$ cat config.mk
export PLATFORM = sky130hd
export DESIGN_NAME = mem_port_arbiter_flat
export DESIGN_NICKNAME = d
export VERILOG_FILES = /design/src/rtl/mem_port_arbiter_if.sv /design/src/rtl/mem_port_arbiter.sv /design/src/flat_wrapper.sv
export SDC_FILE = /design/constraint.sdc
export NUM_CORES = 1
export LEC_CHECK = 0
export ABC_AREA = 1
export BUFFER_PORTS_ARGS = -buffer_cell sky130_fd_sc_hd__buf_2
export CAP_MARGIN = 20
export CORE_UTILIZATION = 40
export DETAILED_ROUTE_END_ITERATION = 8
export MAX_ROUTING_LAYER = met4
export PLACE_DENSITY = 0.75
export RECOVER_POWER = 25
export SYNTH_ARGS = -nofsm -noshare
export SYNTH_HDL_FRONTEND = slang
export SYNTH_SLANG_ARGS = --single-unit
$ cat constraint.sdc
create_clock -name clk -period 3.6 [get_ports clk]
set_input_delay 0.54 -clock clk [delete_from_list [all_inputs] [get_ports clk]]
set_output_delay 0.54 -clock clk [all_outputs]
set_load 0.02 [all_outputs]
$ cat src/rtl/mem_port_arbiter_if.sv
// Bundle of the fetch, data and memory-side handshake signals around
// mem_port_arbiter. The arbiter takes the slave view; the pipeline/memory
// environment takes the master view.
interface mem_port_arbiter_if;
  logic        if_req_valid;
  logic [31:0] if_req_addr;
  logic        if_req_ready;
  logic        if_rsp_valid;
  logic [31:0] if_rsp_data;

  logic        dm_req_valid;
  logic [3:0]  dm_req_wmask;
  logic [31:0] dm_req_addr;
  logic [31:0] dm_req_wdata;
  logic        dm_req_ready;
  logic        dm_rsp_valid;
  logic [31:0] dm_rsp_data;

  logic        mem_req_valid;
  logic        mem_req_ready;
  logic [3:0]  mem_req_wmask;
  logic [31:0] mem_req_addr;
  logic [31:0] mem_req_wdata;
  logic        mem_rsp_valid;
  logic [31:0] mem_rsp_data;

  logic        busy;

  modport slave (
    input  if_req_valid, if_req_addr,
    output if_req_ready, if_rsp_valid, if_rsp_data,
    input  dm_req_valid, dm_req_wmask, dm_req_addr, dm_req_wdata,
    output dm_req_ready, dm_rsp_valid, dm_rsp_data,
    output mem_req_valid, mem_req_wmask, mem_req_addr, mem_req_wdata,
    input  mem_req_ready, mem_rsp_valid, mem_rsp_data,
    output busy
  );

  modport master (
    output if_req_valid, if_req_addr,
    input  if_req_ready, if_rsp_valid, if_rsp_data,
    output dm_req_valid, dm_req_wmask, dm_req_addr, dm_req_wdata,
    input  dm_req_ready, dm_rsp_valid, dm_rsp_data,
    input  mem_req_valid, mem_req_wmask, mem_req_addr, mem_req_wdata,
    output mem_req_ready, mem_rsp_valid, mem_rsp_data,
    input  busy
  );
endinterface

$ cat src/rtl/mem_port_arbiter.sv
// Unified memory port arbiter: data-priority arbitration between fetch and
// data access with an anti-starvation counter, one registered request slot
// and an in-order tag FIFO routing read responses back to their source.
// Optional macro MEM_ARB_PERF_CNT_EN adds conflict/stall performance counters.
module mem_port_arbiter #(
  parameter int unsigned MAX_OUT    = 4,
  parameter int unsigned STARVE_MAX = 3
) (
  input  logic               clk,
  input  logic               rst_n,
  mem_port_arbiter_if.slave  bus
`ifdef MEM_ARB_PERF_CNT_EN
  ,
  output logic [31:0]        perf_conflict_cnt,
  output logic [31:0]        perf_stall_cnt
`endif
);
  localparam int unsigned CW = $clog2(MAX_OUT) + 1;
  localparam int unsigned PW = $clog2(MAX_OUT);
  localparam int unsigned SW = (STARVE_MAX > 0) ? $clog2(STARVE_MAX + 1) : 1;

  localparam logic [0:0] ST_EMPTY = 1'b0;
  localparam logic [0:0] ST_FULL  = 1'b1;

  logic [0:0]         state_q, state_d;
  logic               src_q, src_d;          // 0 = fetch, 1 = data
  logic [3:0]         wmask_q, wmask_d;
  logic [31:0]        addr_q, addr_d;
  logic [31:0]        wdata_q, wdata_d;
  logic [MAX_OUT-1:0] fifo_q;
  logic [PW-1:0]      wr_ptr_q, rd_ptr_q;
  logic [CW-1:0]      cnt_q, cnt_d;
  logic [SW-1:0]      starve_q, starve_d;

  logic          slot_rd, push, pop, head, can_accept, rd_room, starve_full;
  logic          if_cand, dm_cand, grant_if, grant_dm, if_acc, dm_acc;
  logic [CW:0]   occ;

  assign slot_rd     = (state_q == ST_FULL) && (wmask_q == '0);
  assign push        = slot_rd && bus.mem_req_ready;
  assign pop         = bus.mem_rsp_valid && (cnt_q != '0);
  assign head        = fifo_q[rd_ptr_q];
  assign can_accept  = (state_q == ST_EMPTY) || bus.mem_req_ready;
  assign starve_full = (starve_q == SW'(STARVE_MAX));

  // Reads already in the slot count against the limit; a response popping
  // this cycle frees its entry for an accept in the same cycle.
  assign occ     = {1'b0, cnt_q} + {{CW{1'b0}}, slot_rd} - {{CW{1'b0}}, pop};
  assign rd_room = occ < (CW+1)'(MAX_OUT);

  // Arbitration: forced fetch when starved, else data first; a requester
  // blocked by the outstanding-read limit forfeits to the other one.
  always_comb begin
    if_cand  = bus.if_req_valid && rd_room;
    dm_cand  = bus.dm_req_valid && (rd_room || (bus.dm_req_wmask != '0));
    grant_if = if_cand && ((starve_full && bus.if_req_valid) || !dm_cand);
    grant_dm = dm_cand && !grant_if;
  end

  assign if_acc = grant_if && can_accept && rst_n;
  assign dm_acc = grant_dm && can_accept && rst_n;

  assign bus.if_req_ready  = if_acc;
  assign bus.dm_req_ready  = dm_acc;
  assign bus.mem_req_valid = (state_q == ST_FULL);
  assign bus.mem_req_wmask = wmask_q;
  assign bus.mem_req_addr  = addr_q;
  assign bus.mem_req_wdata = wdata_q;
  assign bus.if_rsp_valid  = pop && !head;
  assign bus.dm_rsp_valid  = pop && head;
  assign bus.if_rsp_data   = (pop && !head) ? bus.mem_rsp_data : '0;
  assign bus.dm_rsp_data   = (pop && head)  ? bus.mem_rsp_data : '0;
  assign bus.busy          = (state_q == ST_FULL) || (cnt_q != '0);

  // Request slot: load on accept (also while draining), clear when drained.
  always_comb begin
    state_d = state_q;
    src_d   = src_q;
    wmask_d = wmask_q;
    addr_d  = addr_q;
    wdata_d = wdata_q;
    if (if_acc) begin
      state_d = ST_FULL;
      src_d   = 1'b0;
      wmask_d = '0;
      addr_d  = bus.if_req_addr;
      wdata_d = '0;
    end else if (dm_acc) begin
      state_d = ST_FULL;
      src_d   = 1'b1;
      wmask_d = bus.dm_req_wmask;
      addr_d  = bus.dm_req_addr;
      wdata_d = bus.dm_req_wdata;
    end else if ((state_q == ST_FULL) && bus.mem_req_ready) begin
      state_d = ST_EMPTY;
      src_d   = 1'b0;
      wmask_d = '0;
      addr_d  = '0;
      wdata_d = '0;
    end
  end

  // Tag FIFO occupancy and starvation counter next-state.
  always_comb begin
    cnt_d = cnt_q;
    case ({push, pop})
      2'b10:   cnt_d = cnt_q + CW'(1);
      2'b01:   cnt_d = cnt_q - CW'(1);
      default: cnt_d = cnt_q;
    endcase
    starve_d = starve_q;
    if (!bus.if_req_valid || if_acc) starve_d = '0;
    else if (dm_acc && !starve_full) starve_d = starve_q + SW'(1);
  end

  // State registers.
  always_ff @(posedge clk or negedge rst_n) begin
    if (!rst_n) begin
      state_q  <= ST_EMPTY;
      src_q    <= 1'b0;
      wmask_q  <= '0;
      addr_q   <= '0;
      wdata_q  <= '0;
      fifo_q   <= '0;
      wr_ptr_q <= '0;
      rd_ptr_q <= '0;
      cnt_q    <= '0;
      starve_q <= '0;
    end else begin
      state_q  <= state_d;
      src_q    <= src_d;
      wmask_q  <= wmask_d;
      addr_q   <= addr_d;
      wdata_q  <= wdata_d;
      cnt_q    <= cnt_d;
      starve_q <= starve_d;
      if (push) begin
        fifo_q[wr_ptr_q] <= src_q;
        wr_ptr_q         <= wr_ptr_q + PW'(1);
      end
      if (pop) rd_ptr_q <= rd_ptr_q + PW'(1);
    end
  end

`ifdef MEM_ARB_PERF_CNT_EN
  // Performance counters: both requesters valid, and any valid requester stalled.
  always_ff @(posedge clk or negedge rst_n) begin
    if (!rst_n) begin
      perf_conflict_cnt <= '0;
      perf_stall_cnt    <= '0;
    end else begin
      if (bus.if_req_valid && bus.dm_req_valid)
        perf_conflict_cnt <= perf_conflict_cnt + 32'd1;
      if ((bus.if_req_valid && !if_acc) || (bus.dm_req_valid && !dm_acc))
        perf_stall_cnt <= perf_stall_cnt + 32'd1;
    end
  end
`endif
endmodule

$ cat src/flat_wrapper.sv
// flat-port wrapper written by rule: the top's interface ports become plain ports
module mem_port_arbiter_flat 
#(
  parameter int unsigned MAX_OUT    = 4,
  parameter int unsigned STARVE_MAX = 3
)
  (clk, rst_n, bus_if_req_valid, bus_if_req_addr, bus_if_req_ready, bus_if_rsp_valid, bus_if_rsp_data, bus_dm_req_valid, bus_dm_req_wmask, bus_dm_req_addr, bus_dm_req_wdata, bus_dm_req_ready, bus_dm_rsp_valid, bus_dm_rsp_data, bus_mem_req_valid, bus_mem_req_wmask, bus_mem_req_addr, bus_mem_req_wdata, bus_mem_req_ready, bus_mem_rsp_valid, bus_mem_rsp_data, bus_busy);
  mem_port_arbiter_if bus_i ();
  input  logic clk;
  input  logic rst_n;
  input wire logic [$bits(bus_i.if_req_valid)-1:0] bus_if_req_valid;
  input wire logic [$bits(bus_i.if_req_addr)-1:0] bus_if_req_addr;
  output wire logic [$bits(bus_i.if_req_ready)-1:0] bus_if_req_ready;
  output wire logic [$bits(bus_i.if_rsp_valid)-1:0] bus_if_rsp_valid;
  output wire logic [$bits(bus_i.if_rsp_data)-1:0] bus_if_rsp_data;
  input wire logic [$bits(bus_i.dm_req_valid)-1:0] bus_dm_req_valid;
  input wire logic [$bits(bus_i.dm_req_wmask)-1:0] bus_dm_req_wmask;
  input wire logic [$bits(bus_i.dm_req_addr)-1:0] bus_dm_req_addr;
  input wire logic [$bits(bus_i.dm_req_wdata)-1:0] bus_dm_req_wdata;
  output wire logic [$bits(bus_i.dm_req_ready)-1:0] bus_dm_req_ready;
  output wire logic [$bits(bus_i.dm_rsp_valid)-1:0] bus_dm_rsp_valid;
  output wire logic [$bits(bus_i.dm_rsp_data)-1:0] bus_dm_rsp_data;
  output wire logic [$bits(bus_i.mem_req_valid)-1:0] bus_mem_req_valid;
  output wire logic [$bits(bus_i.mem_req_wmask)-1:0] bus_mem_req_wmask;
  output wire logic [$bits(bus_i.mem_req_addr)-1:0] bus_mem_req_addr;
  output wire logic [$bits(bus_i.mem_req_wdata)-1:0] bus_mem_req_wdata;
  input wire logic [$bits(bus_i.mem_req_ready)-1:0] bus_mem_req_ready;
  input wire logic [$bits(bus_i.mem_rsp_valid)-1:0] bus_mem_rsp_valid;
  input wire logic [$bits(bus_i.mem_rsp_data)-1:0] bus_mem_rsp_data;
  output wire logic [$bits(bus_i.busy)-1:0] bus_busy;
  assign bus_i.if_req_valid = bus_if_req_valid;
  assign bus_i.if_req_addr = bus_if_req_addr;
  assign bus_if_req_ready = bus_i.if_req_ready;
  assign bus_if_rsp_valid = bus_i.if_rsp_valid;
  assign bus_if_rsp_data = bus_i.if_rsp_data;
  assign bus_i.dm_req_valid = bus_dm_req_valid;
  assign bus_i.dm_req_wmask = bus_dm_req_wmask;
  assign bus_i.dm_req_addr = bus_dm_req_addr;
  assign bus_i.dm_req_wdata = bus_dm_req_wdata;
  assign bus_dm_req_ready = bus_i.dm_req_ready;
  assign bus_dm_rsp_valid = bus_i.dm_rsp_valid;
  assign bus_dm_rsp_data = bus_i.dm_rsp_data;
  assign bus_mem_req_valid = bus_i.mem_req_valid;
  assign bus_mem_req_wmask = bus_i.mem_req_wmask;
  assign bus_mem_req_addr = bus_i.mem_req_addr;
  assign bus_mem_req_wdata = bus_i.mem_req_wdata;
  assign bus_i.mem_req_ready = bus_mem_req_ready;
  assign bus_i.mem_rsp_valid = bus_mem_rsp_valid;
  assign bus_i.mem_rsp_data = bus_mem_rsp_data;
  assign bus_busy = bus_i.busy;
  mem_port_arbiter #(.MAX_OUT(MAX_OUT), .STARVE_MAX(STARVE_MAX)) u_core (.clk(clk), .rst_n(rst_n), .bus(bus_i));
endmodule
# --- Word-level counts from Yosys, hierarchy flattened ---
# Index checks and enable logic that the tools add are counted.
op_classes:
  addsub: 7
  n_mul: 0
  n_div: 0
  magnitude_cmp: 4
  n_eq_ne: 3
  shift: 0
  n_mux: 22
  bitwise_logic: 1
  n_reduce_logical: 33
ops:
  columns: ["operator", "n"]
  rows:
  - ["$mux W32", 7]
  - ["$logic_and A1 B1 Y1", 17]
  - ["$mux W4", 3]
  - ["$add A2 B1 Y2 const B", 3]
  - ["$lt A2 B3 Y1 const B", 2]
  - ["$mux W1", 6]
  - ["$pmux W3 S2", 1]
  - ["$reduce_bool A3 Y1", 2]
  - ["$logic_not A1 Y1", 5]
  - ["$logic_or A1 B1 Y1", 5]
  - ["$add A3 B1 Y4", 1]
  - ["$bwmux W4", 1]
  - ["$eq A2 B2 Y1 const B", 2]
  - ["$logic_not A4 Y1", 1]
  - ["$lt A4 B3 Y1 const B", 1]
  - ["$mux W2", 2]
  - ["$reduce_bool A2 Y1", 2]
  - ["$reduce_bool A4 Y1", 1]
  - ["$sub A4 B1 Y4", 1]
  - ["$add A3 B1 Y3 const B", 1]
  - ["$sub A3 B1 Y3 const B", 1]
  - ["$bmux W1 S2", 1]
  - ["$demux W1 S2", 1]
  - ["$eq A2 B1 Y1 const B", 1]
  - ["2 further kinds", 2]
totals:
  register_bits: 83
  latch_bits: 0
  ramBits: 0
  romBits: 0
  mem_count: 0

# --- Longest topological paths before layout ---
# Gate-level depths: netlist of run 1.
depth:
  word_depth: 17
  depth_mapped: 19

# --- Least setup slack after synthesis of run 1 ---
# OpenSTA, ideal clock, no wires.
synth_path:
  path_type: "register -> output"
  from: "register u_core.cnt_q[2]"
  to: "output port bus_if_req_ready"
  t_arrival_ps: 2314
  required_ps: 3060
  setup_slack_ps: 746
  path_stages_with_launch: 16
  path_cell_list: "dfrtp_1 -> o31ai_1 -> inv_1 -> ha_1 -> inv_1 -> ha_1 -> inv_1 -> nor2_1 -> nand3_1 -> nand3_1 -> nand2_2 -> nand2_2 -> nand3_2 -> nand3_2 -> buf_2 -> inv_1"
synth_between:
  elab_chain_len: 11
  elab_cells_between_ends: 13
synth_rtl:
  columns: ["element", "line_no", "rtl"]
  rows:
  - ["from (decl)", "mem_port_arbiter.sv:32", "logic [CW-1:0] cnt_q, cnt_d;"]
  - ["from (signal assigned)", "mem_port_arbiter.sv:135", "cnt_q <= cnt_d;"]
  - ["$reduce_bool A3 Y1 (*)", "mem_port_arbiter.sv:41", "assign pop = bus.mem_rsp_valid && (cnt_q != '0);"]
  - ["$logic_and A1 B1 Y1 (*)", "mem_port_arbiter.sv:41", null]
  - ["net u_core.pop", "mem_port_arbiter.sv:35", "logic slot_rd, push, pop, head, can_accept, rd_room, starve_full;"]
  - ["$sub A4 B1 Y4 (*)", "mem_port_arbiter.sv:48", "assign occ = {1'b0, cnt_q} + {{CW{1'b0}}, slot_rd} - {{CW{1'b0}}, pop};"]
  - ["$lt A4 B3 Y1 (*)", "mem_port_arbiter.sv:49", "assign rd_room = occ < (CW+1)'(MAX_OUT);"]
  - ["$logic_or A1 B1 Y1", "mem_port_arbiter.sv:55", "dm_cand = bus.dm_req_valid && (rd_room || (bus.dm_req_wmask != '0));"]
  - ["$logic_and A1 B1 Y1", "mem_port_arbiter.sv:55", null]
  - ["$logic_not A1 Y1", "mem_port_arbiter.sv:56", "grant_if = if_cand && ((starve_full && bus.if_req_valid) || !dm_cand);"]
  - ["$logic_or A1 B1 Y1", "mem_port_arbiter.sv:56", null]
  - ["$logic_and A1 B1 Y1 (*)", "mem_port_arbiter.sv:56", null]
  - ["$logic_and A1 B1 Y1 (*) (2 in series)", "mem_port_arbiter.sv:60", "assign if_acc = grant_if && can_accept && rst_n;"]
  - ["to (decl)", "flat_wrapper.sv:13", "output wire logic [$bits(bus_i.if_req_ready)-1:0] bus_if_req_ready;"]
# The timed path passes the listed nets; every way through them passes the cells marked *.

# --- Worst setup path in the final report of run 1 ---
layout_path:
  from: "register u_core.cnt_q[1]"
  to: "output port bus_if_req_ready"
# The elaborated chain is that of the path after synthesis.

==> results of run 1 <==
[final cells by class]
type	instances	area, sq um
fill	1120	4990
timing repair buffer	288	1470
tap	143	179
multi-input combinational	406	2030
clock inverter	6	48.8
inverter	90	340
sequential	83	2080
clock buffer	10	229
antenna	2	5.00
[critical path, delay by kind of cell (launching register included)]
| family | cells | cell delay [ns] |
|---|---|---|
| and+or+nand+nor | 7 | 0.61 |
| buffers and inverters | 5 | 0.56 |
| DFF | 1 | 0.42 |
| adders and majority gates | 2 | 0.44 |
| AOI/OAI and AO/OA | 1 | 0.36 |
[kinds of logic (layout without fill, tap and decap cells)]
family	after synthesis	count (layout)	share of synthesized area, %
simple gates	372	372	37.3
buf+inv	135	394	11.9
flops	83	83	44.5
compound gates	19	19	2.47
fa+ha+maj	10	10	2.84
xor+xnor	5	5	0.939
other cells	0	2	0
[cells in the final DEF, fill, tap and decap left out]
cell type / Yosys / routed
xor2_1: 4 / 4
buf_2: 20 / 274
nor2_1: 72 / 72
clkbuf_2: 0 / 1
a21oi_1: 8 / 8
inv_4: 1 / 1
clkbuf_1: 13 / 3
or4_1: 1 / 1
clkinv_1: 1 / 1
dfrtp_1: 83 / 83
clkbuf_16: 0 / 9
a31oi_1: 4 / 4
o21ai_0: 4 / 4
buf_4: 0 / 11
ha_1: 9 / 9
inv_1: 86 / 86
a32o_1: 1 / 1
nor2_2: 1 / 1
nand3_4: 1 / 1
nor4_1: 1 / 1
inv_2: 2 / 2
fa_1: 1 / 1
nand4_1: 102 / 102
nand2_2: 3 / 4
inv_6: 0 / 2
nand2_1: 153 / 152
diode_2: 0 / 2
clkinvlp_4: 0 / 2
clkinv_2: 0 / 1
nand3_2: 2 / 2
inv_8: 0 / 1
o211ai_2: 1 / 1
nand3_1: 36 / 36
xnor2_1: 1 / 1
o31ai_1: 1 / 1
[where the power goes]
part           switching, uW  internal [uW]  leakage, uW
logic                   1660            774      0.00277
clock network            387            476     0.000131
registers                219           1280      0.00107
[stage by stage]
stage               total power [uW]  setup WS (ns)  cell area [sq um]  cells  util [%]
finish                          4800          0.333               6380   1028      56.1
global route                    5180         0.0848               6380   1027      56.1
CTS                             4830          0.322               6380   1025      56.1
detailed placement              3950          0.649               6100   1009      53.6
global placement                3920          0.716               6100   1009      53.6
floorplan                       3110          0.746               4660    624         -
[registers in the layout (all words and copies together), names as in the netlist]
name and flops:
u_core.wr_ptr_q 2, u_core.cnt_q 3, u_core.bus.mem_req_addr 32, u_core.fifo_q 4, u_core.bus.mem_req_wdata 32, u_core.bus.mem_req_valid 1, u_core.starve_q 2, u_core.src_q 1
u_core.bus.mem_req_wmask 4, u_core.rd_ptr_q 2
[metal layers]
layer | global-route usage, % | wire length (um) | up-vias
met3 | 3.23 | 922 | 22
met5 | - | 0 | -
met4 | 8.00 | 297 | 0
met2 | 40.9 | 7190 | 229
met1 | 29.3 | 5930 | 2409
li1 | - | - | 2549
[worst max path at each step]
stage / from / end / slack (ns) / cells past startpoint
after global placement: u_core.cnt_q[1] / u_core.bus.mem_req_wdata[31] / 0.72 / 15
after global routing: u_core.cnt_q[2] / bus_if_req_ready / 0.08 / 15
final: u_core.cnt_q[1] / bus_if_req_ready / 0.33 / 15
after CTS: u_core.cnt_q[2] / bus_if_req_ready / 0.32 / 15
after floorplan: u_core.cnt_q[2] / bus_if_req_ready / 0.75 / 15
after detailed placement: u_core.cnt_q[2] / u_core.bus.mem_req_addr[2] / 0.65 / 15
==> reports/qor.csv, run 1 <==
metric;value;unit
Hold Buf Count CTS;0;
Max Cap Viol;1;
count of input and output buffers;275;
initial antenna violation count;1;
most common cell in the synthesized netlist;nand2_1;
crit path launch type;register;
Die Wd;110;um
Post-synth ARST share;100;%
Register-to-Register Path Depth;15;
Top FF cell, synth;dfrtp_1;
die height;110;um
R2R setup slack;0.55;ns
Hold Slack;0.403;ns
routed len/inst;13.9;um
CP Cell Sequence;o31ai_1 -> inv_1 -> ha_1 -> inv_1 -> ha_1 -> inv_1 -> nor2_1 -> nand3_1 -> nand3_1 -> nand2_2 -> nand2_2 -> nand3_2 -> nand3_2 -> inv_1 -> buf_2;
largest cells by area after synthesis;dfrtp_1, nand4_1, nand2_1;
gr ovfl total;0;
post-CTS setup buffer count;0;
top cells by count, synth;nand2_1, nand4_1, inv_1;
Worst-Margin Slew;1.90;ns
first-pass GRT wire length;21.6;mm
hold_sp;bus_dm_req_wdata[11];
final WL;14.3;mm
GRT Overall Usage;24.0;%
pin count of the biggest net entering global routing;84;
YS warnings;0;
WHS Endpoint;u_core.bus.mem_req_wdata[11];
maximum clock frequency;306;MHz
vias in the first global route;4478;
Post-CTS Resized;0;
# clock sinks;83;
Final #Nets;1026;
register area share after synthesis;44.5;%
number of synthesized flops with an enable pin;0;
net count after synthesis;772;
Pre-antenna DRT Iters;5;
Root Driver;clkbuf_16;
Mapped Area;4660;sq um
RSZ-0062 raised after global routing;no;
Final min period;3.27;ns
setup TNS;0;ns
layout cells sized above 1;35.4;%
Max H-tree Level;3;
CP required;3.06;ns
Synth Register Bits;83;
clock tree buffer depth;2;
crit share post-route;90.8;%
HPWL Detailed;10.3;mm
Vias;5209;
Final ANT Viol Nets;0;
Gate Count Post-Synth;624;
WHS Path Cells;3;
Row Count;39;
failing checks;max-capacitance violations, max-slew violations;
Mean Syn Cell Area;7.48;sq um
CP max stage cell;dfrtp_1;
vias per cell;5.07;
Setup CP Type;register to output pin;
Leak;0.00397;uW
Initial DRC Count;279;
Reg-to-Reg End;u_core.bus.mem_req_wdata[19];
core area;11400;sq um
max incr delay on CP;0.42;ns
cts bufs inserted;9;
Clock Latency Late Sink;0.33;ns
CP Max Fanout;5;
Placer Congestion;0.783;
Worst R2R Start;u_core.cnt_q[1];
Synth-to-Final Area Change;36.7;%
distinct cell type count after synthesis;29;
I/O pin cnt;276;
Power Density;752;nW/um^2
cell taking the most area after synthesis;dfrtp_1;
CP most frequent cell;inv_1;
Clock Skews;0.00914;ns
TritonCTS clock tree;built;
Slew HR;-26.6;%
Slew Limit Fails;37;
Residual DRC;0;
endpoints failing hold;0;
initial core utilization;41.0;%
outcome;finished, violations left;
Reg clk slew, reported paths;0.07;ns
min-delay worst type;input pin to register;
worst vdd ir;0.376;mV
Die Area;12100;sq um
CP Capture Type;output pin;
setup violators final;0;
area share of the largest cell type after synthesis;44.5;%
Critical Path AT;2.73;ns
Note: power is estimated with default switching activity, not from simulation.
==> run 2: changes to the inputs <==
- ABC_AREA: 1 -> not set
- CORE_AREA: not set -> 2 2 107 109
- CORE_UTILIZATION: 40 -> not set
- DIE_AREA: not set -> 0 0 109 111
- PLACE_DENSITY: 0.75 -> 0.73
- SLEW_MARGIN: not set -> 20
==> run 2 against run 1 <==
  * The flow now finishes without violations
  * Fmax fell by 3.5%
  * Sequential share of layout area increased by 3.1 points
  * Core utilization shrank 3.5 points
  * Power is 7.1% lower
  * Register-to-register slack got worse by 0.08 ns
  * First-iteration DRC count down 44%
  * Synthesized cell count fell by 44%
  * Area after synthesis down 13%
  * Critical path depth down 6
  * Clock skew about the same
==> reports/qor.csv, run 2 <==
metric;value;unit
Gate Count Post-Synth;352;
Synth-to-Final Area Change;43.1;%
Row Count;39;
Residual DRC;0;
R2R setup slack;0.47;ns
Slew Limit Fails;0;
setup TNS;0;ns
Top FF cell, synth;dfrtp_1;
pin count of the biggest net entering global routing;58;
GRT Overall Usage;20.3;%
core area;11100;sq um
net count after synthesis;500;
TritonCTS clock tree;built;
# clock sinks;83;
Mean Syn Cell Area;11.6;sq um
most common cell in the synthesized netlist;dfrtp_1;
Clock Skews;0.00890;ns
Vias;3840;
RSZ-0062 raised after global routing;no;
count of input and output buffers;275;
I/O pin cnt;276;
vias per cell;5.01;
Synth Register Bits;83;
largest cells by area after synthesis;dfrtp_1, a22o_1, a21o_1;
gr ovfl total;0;
outcome;finished clean;
crit share post-route;94.1;%
Hold Buf Count CTS;0;
CP Max Fanout;5;
Die Area;12100;sq um
die height;111;um
Reg clk slew, reported paths;0.06;ns
initial core utilization;36.8;%
final WL;12.3;mm
Worst-Margin Slew;1.29;ns
Power Density;765;nW/um^2
CP Cell Sequence;o31ai_4 -> inv_1 -> ha_1 -> inv_1 -> ha_1 -> a41oi_2 -> mux2_4 -> a311oi_4 -> buf_2;
layout cells sized above 1;49.5;%
Post-synth ARST share;100;%
Final ANT Viol Nets;0;
Die Wd;109;um
most frequent cells in the layout;buf_2, dfrtp_1, a22o_1, and3_1, and2_1;
top cells by count, synth;dfrtp_1, a22o_1, and2_1, and3_1, a21o_1;
Initial DRC Count;155;
CP Capture Type;output pin;
Power Total;4460;uW
HPWL Detailed;9.46;mm
Mapped Area;4070;sq um
Root Driver;clkbuf_16;
routed len/inst;16.0;um
Hold Slack;0.149;ns
Slew HR;13.8;%
maximum clock frequency;295;MHz
min-delay worst type;input pin to asynchronous set/reset pin;
Critical Path AT;2.85;ns
initial antenna violation count;2;
cell taking the most area after synthesis;dfrtp_1;
max incr delay on CP;0.45;ns
Finished Layout Cells;767;
Final min period;3.39;ns
Leak;0.00358;uW
endpoints failing hold;0;
post-CTS setup buffer count;0;
first-pass GRT wire length;18.6;mm
CP required;3.06;ns
crit path launch type;register;
worst vdd ir;0.396;mV
number of synthesized flops with an enable pin;0;
Final #Nets;766;
Placer Congestion;0.810;
cts bufs inserted;9;
fillers;1005;
distinct cell type count after synthesis;35;
Max H-tree Level;3;
Setup CP Type;register to output pin;
Clock Latency Late Sink;0.33;ns
most common cell after layout, fill and taps aside;buf_2;
YS warnings;0;
register area share after synthesis;51.0;%
CP max stage cell;dfrtp_1;
area share of the largest cell type after synthesis;51.0;%
vias in the first global route;3799;
Pre-antenna DRT Iters;4;
DP Cell Count;750;
clock tree buffer depth;2;
setup violators final;0;
Max Cap Viol;0;
run 2: final timing paths:
path | from | endpoint | cells after the start
min reg2reg | u_core.bus.mem_req_addr[23] | u_core.bus.mem_req_addr[23] | 1
min | rst_n | u_core.bus.mem_req_wdata[10] | 1
max in group asynchronous | rst_n | u_core.wr_ptr_q[1] | 2
min in group clk | bus_dm_req_wdata[4] | u_core.bus.mem_req_wdata[4] | 2
max | u_core.cnt_q[2] | bus_if_req_ready | 9
max reg2reg | u_core.cnt_q[2] | u_core.bus.mem_req_addr[25] | 11
run 2: through the flow:
step           cell area, sq um  utilization [%]  setup WS, ns
2_1_floorplan              4070                -         0.216
3_3_place_gp               5550             50.1         0.476
3_5_place_dp               5550             50.1         0.270
4_1_cts                    5820             52.5         0.113
5_1_grt                    5830             52.6        0.0816
6_report                   5830             52.6         0.213
run 2: critical path, delay by kind of cell, from the launching register on:
family / cells / cell delay, ns
AO/OA/AOI/OAI: 3 / 0.91
multiplexers: 1 / 0.36
buffers and inverters: 3 / 0.38
flip-flops: 1 / 0.45
adder cells (fa/ha/maj): 2 / 0.42
run 2: cells by family after synthesis:
kind of cell    Yosys count  synth area share (%)
xor+xnor                  8                  1.72
mux                       9                  2.86
buf+inv                  41                  4.86
compound gates          111                  23.1
simple gates             90                  13.2
fa+ha+maj                10                  3.26
flops                    83                  51.0
run 2: timing repair:
action                     in CTS  in global routing
gates resized for setup         1                  1
setup endpoints to repair       1                  1
pin swaps                       0                  0
cloned                          0                  0
run 2: layout make-up:
| class | count | area, sq um | share of cell area [%] |
|---|---|---|---|
| diodes | 2 | 5.00 | 0.0859 |
| clock buffers | 11 | 233 | 3.99 |
| clock inverters | 4 | 28.8 | 0.494 |
| inverters | 13 | 48.8 | 0.837 |
| multi-input cells | 228 | 1810 | 31.0 |
| flip-flops and latches | 83 | 2080 | 35.6 |
| well taps | 143 | 179 | 3.07 |
| repair buffers | 283 | 1450 | 24.9 |
run 2: layer usage:
layer  wire [um]  vias up  track usage (%)  share of wire [%]
li1            -     1808                -                  -
met1        4590     1833             21.7                 37
met2        6570      186             37.4                 54
met3         907       13             2.94                7.4
met4         193        0             7.35                1.6
met5           0        -                -                  0
run 2: power breakdown:
part           internal, uW  switching (uW)  total [uW]
Combinational           850            1320        2170
Sequential             1250             221        1470
Clock                   463             352         815
==> run 3: changes to the inputs <==
- ABC_AREA: not set -> 1
- CORE_AREA: 2 2 107 109 -> not set
- CORE_UTILIZATION: not set -> 40
- DIE_AREA: 0 0 109 111 -> not set
- PLACE_DENSITY: 0.73 -> 0.75
==> run 3 against run 2 <==
  * Register-to-register slack improved by 0.13 ns
  * Sequential share of layout area down 3.1 points
  * Combinational power grew 12%
  * Wire length rose by 16%
  * Worst setup slack better by 0.12 ns
  * Clock power rose by 5.6%
  * Fmax grew 3.6%
  * The flow now finishes with violations (max-capacitance violations, max-slew violations)
==> reports/qor.csv, run 3 (synthesis results as in run 1) <==
metric;value;unit
outcome;finished, violations left;
failing checks;max-capacitance violations, max-slew violations;
crit path launch type;register;
vias per cell;5.00;
CP Cell Sequence;o31ai_1 -> inv_1 -> ha_1 -> inv_1 -> ha_1 -> inv_1 -> nor2_1 -> nand3_1 -> nand3_1 -> nand2_2 -> nand2_2 -> nand3_2 -> nand3_2 -> inv_1 -> buf_2;
Slew HR;-36.1;%
Final Cell Area;6370;sq um
Synth-to-Final Area Change;36.7;%
first-pass GRT wire length;21.6;mm
Setup CP Type;register to output pin;
Hold Buf Count CTS;0;
final WL;14.2;mm
Post-CTS Resized;0;
Residual DRC;0;
Reg clk slew, reported paths;0.07;ns
Max Cap Viol;1;
worst vdd ir;0.375;mV
gr ovfl total;0;
die height;110;um
Vias;5135;
Max H-tree Level;3;
Final ANT Viol Nets;0;
initial core utilization;41.0;%
Pre-antenna DRT Iters;4;
DP Cell Count;1009;
Critical Path AT;2.73;ns
CP delay by family, top;simple AND/OR/NAND/NOR gates;
maximum clock frequency;306;MHz
I/O pin cnt;276;
Slew Limit Fails;84;
Final min period;3.27;ns
CP max stage cell;dfrtp_1;
count of input and output buffers;275;
Worst-Margin Slew;2.04;ns
CP Max Fanout;5;
max incr delay on CP;0.42;ns
Finished Layout Cells;1027;
clock tree buffer depth;2;
# clock sinks;83;
CP most frequent cell;inv_1;
RSZ-0062 raised after global routing;no;
Leak;0.00397;uW
crit share post-route;90.8;%
setup TNS;0;ns
vias in the first global route;4478;
most common cell after layout, fill and taps aside;buf_2;
Row Count;39;
Power Density;751;nW/um^2
min-delay worst type;input pin to register;
Placer Congestion;0.783;
Clock Latency Late Sink;0.33;ns
GRT Overall Usage;24.0;%
routed len/inst;13.8;um
CP Capture Type;output pin;
layout cells sized above 1;35.5;%
TritonCTS clock tree;built;
pin count of the biggest net entering global routing;84;
endpoints failing hold;0;
setup violators final;0;
Final #Nets;1025;
Placed Area;6100;sq um
Die Area;12100;sq um
Die Wd;110;um
initial antenna violation count;1;
Initial DRC Count;274;
crit path buf inv count;5;
cts bufs inserted;9;
core area;11400;sq um
post-CTS setup buffer count;0;
CP required;3.06;ns
most frequent cells in the layout;buf_2, nand2_1, nand4_1, inv_1, dfrtp_1;
Root Driver;clkbuf_16;
HPWL Detailed;10.3;mm
Clock Skews;0.00815;ns
-- run 3: stage by stage --
step | hold slack, ns | utilization (%) | power, uW | worst slack, ns
after detailed placement | 0.486 | 53.6 | 3950 | 0.649
after global placement | 0.482 | 53.6 | 3920 | 0.716
final | 0.403 | 56.1 | 4790 | 0.330
after CTS | 0.399 | 56.1 | 4830 | 0.322
after global routing | 0.400 | 56.0 | 5180 | 0.0848
after floorplan | 0.244 | - | 3110 | 0.746
-- run 3: path summary, 6_finish.rpt --
check | from | end | slack (ns) | depth (start not counted)
max | u_core.cnt_q[1] | bus_if_req_ready | 0.33 | 15
min | bus_dm_req_wdata[11] | u_core.bus.mem_req_wdata[11] | 0.40 | 3
max reg2reg | u_core.cnt_q[1] | u_core.bus.mem_req_addr[10] | 0.60 | 15
min reg2reg | u_core.rd_ptr_q[1] | u_core.rd_ptr_q[1] | 0.49 | 1
max in group asynchronous | rst_n | u_core.bus.mem_req_wdata[2] | 1.48 | 2
min in group asynchronous | rst_n | u_core.bus.mem_req_wdata[7] | 0.94 | 2
-- run 3: per-layer routing --
| layer | up-vias | routed length (um) | GRT usage [%] | part of all wire, % |
|---|---|---|---|---|
| li1 | 2546 | - | - | - |
| met1 | 2353 | 5890 | 29.3 | 42 |
| met2 | 218 | 7090 | 40.9 | 50 |
| met3 | 18 | 936 | 3.23 | 6.6 |
| met4 | 0 | 255 | 8.00 | 1.8 |
| met5 | - | 0 | - | 0 |
-- run 3: where the power goes --
| group | switching [uW] | internal [uW] |
|---|---|---|
| Combinational | 1660 | 773 |
| Clock | 385 | 476 |
| Sequential | 219 | 1280 |
-- run 3: cell type report --
type                       count  area (sq um)
antenna                        2          5.00
clock buffer                  10           229
clock inverter                 6          48.8
fill                        1124          4990
inverter                      90           340
multi-input combinational    406          2030
sequential                    83          2080
tap                          143           179
timing repair buffer         287          1460
-- run 3: worst min-delay path: stages --
cell	delay, ns
buf_2	0.07
nand2_1	0.04
nand2_1	0.05
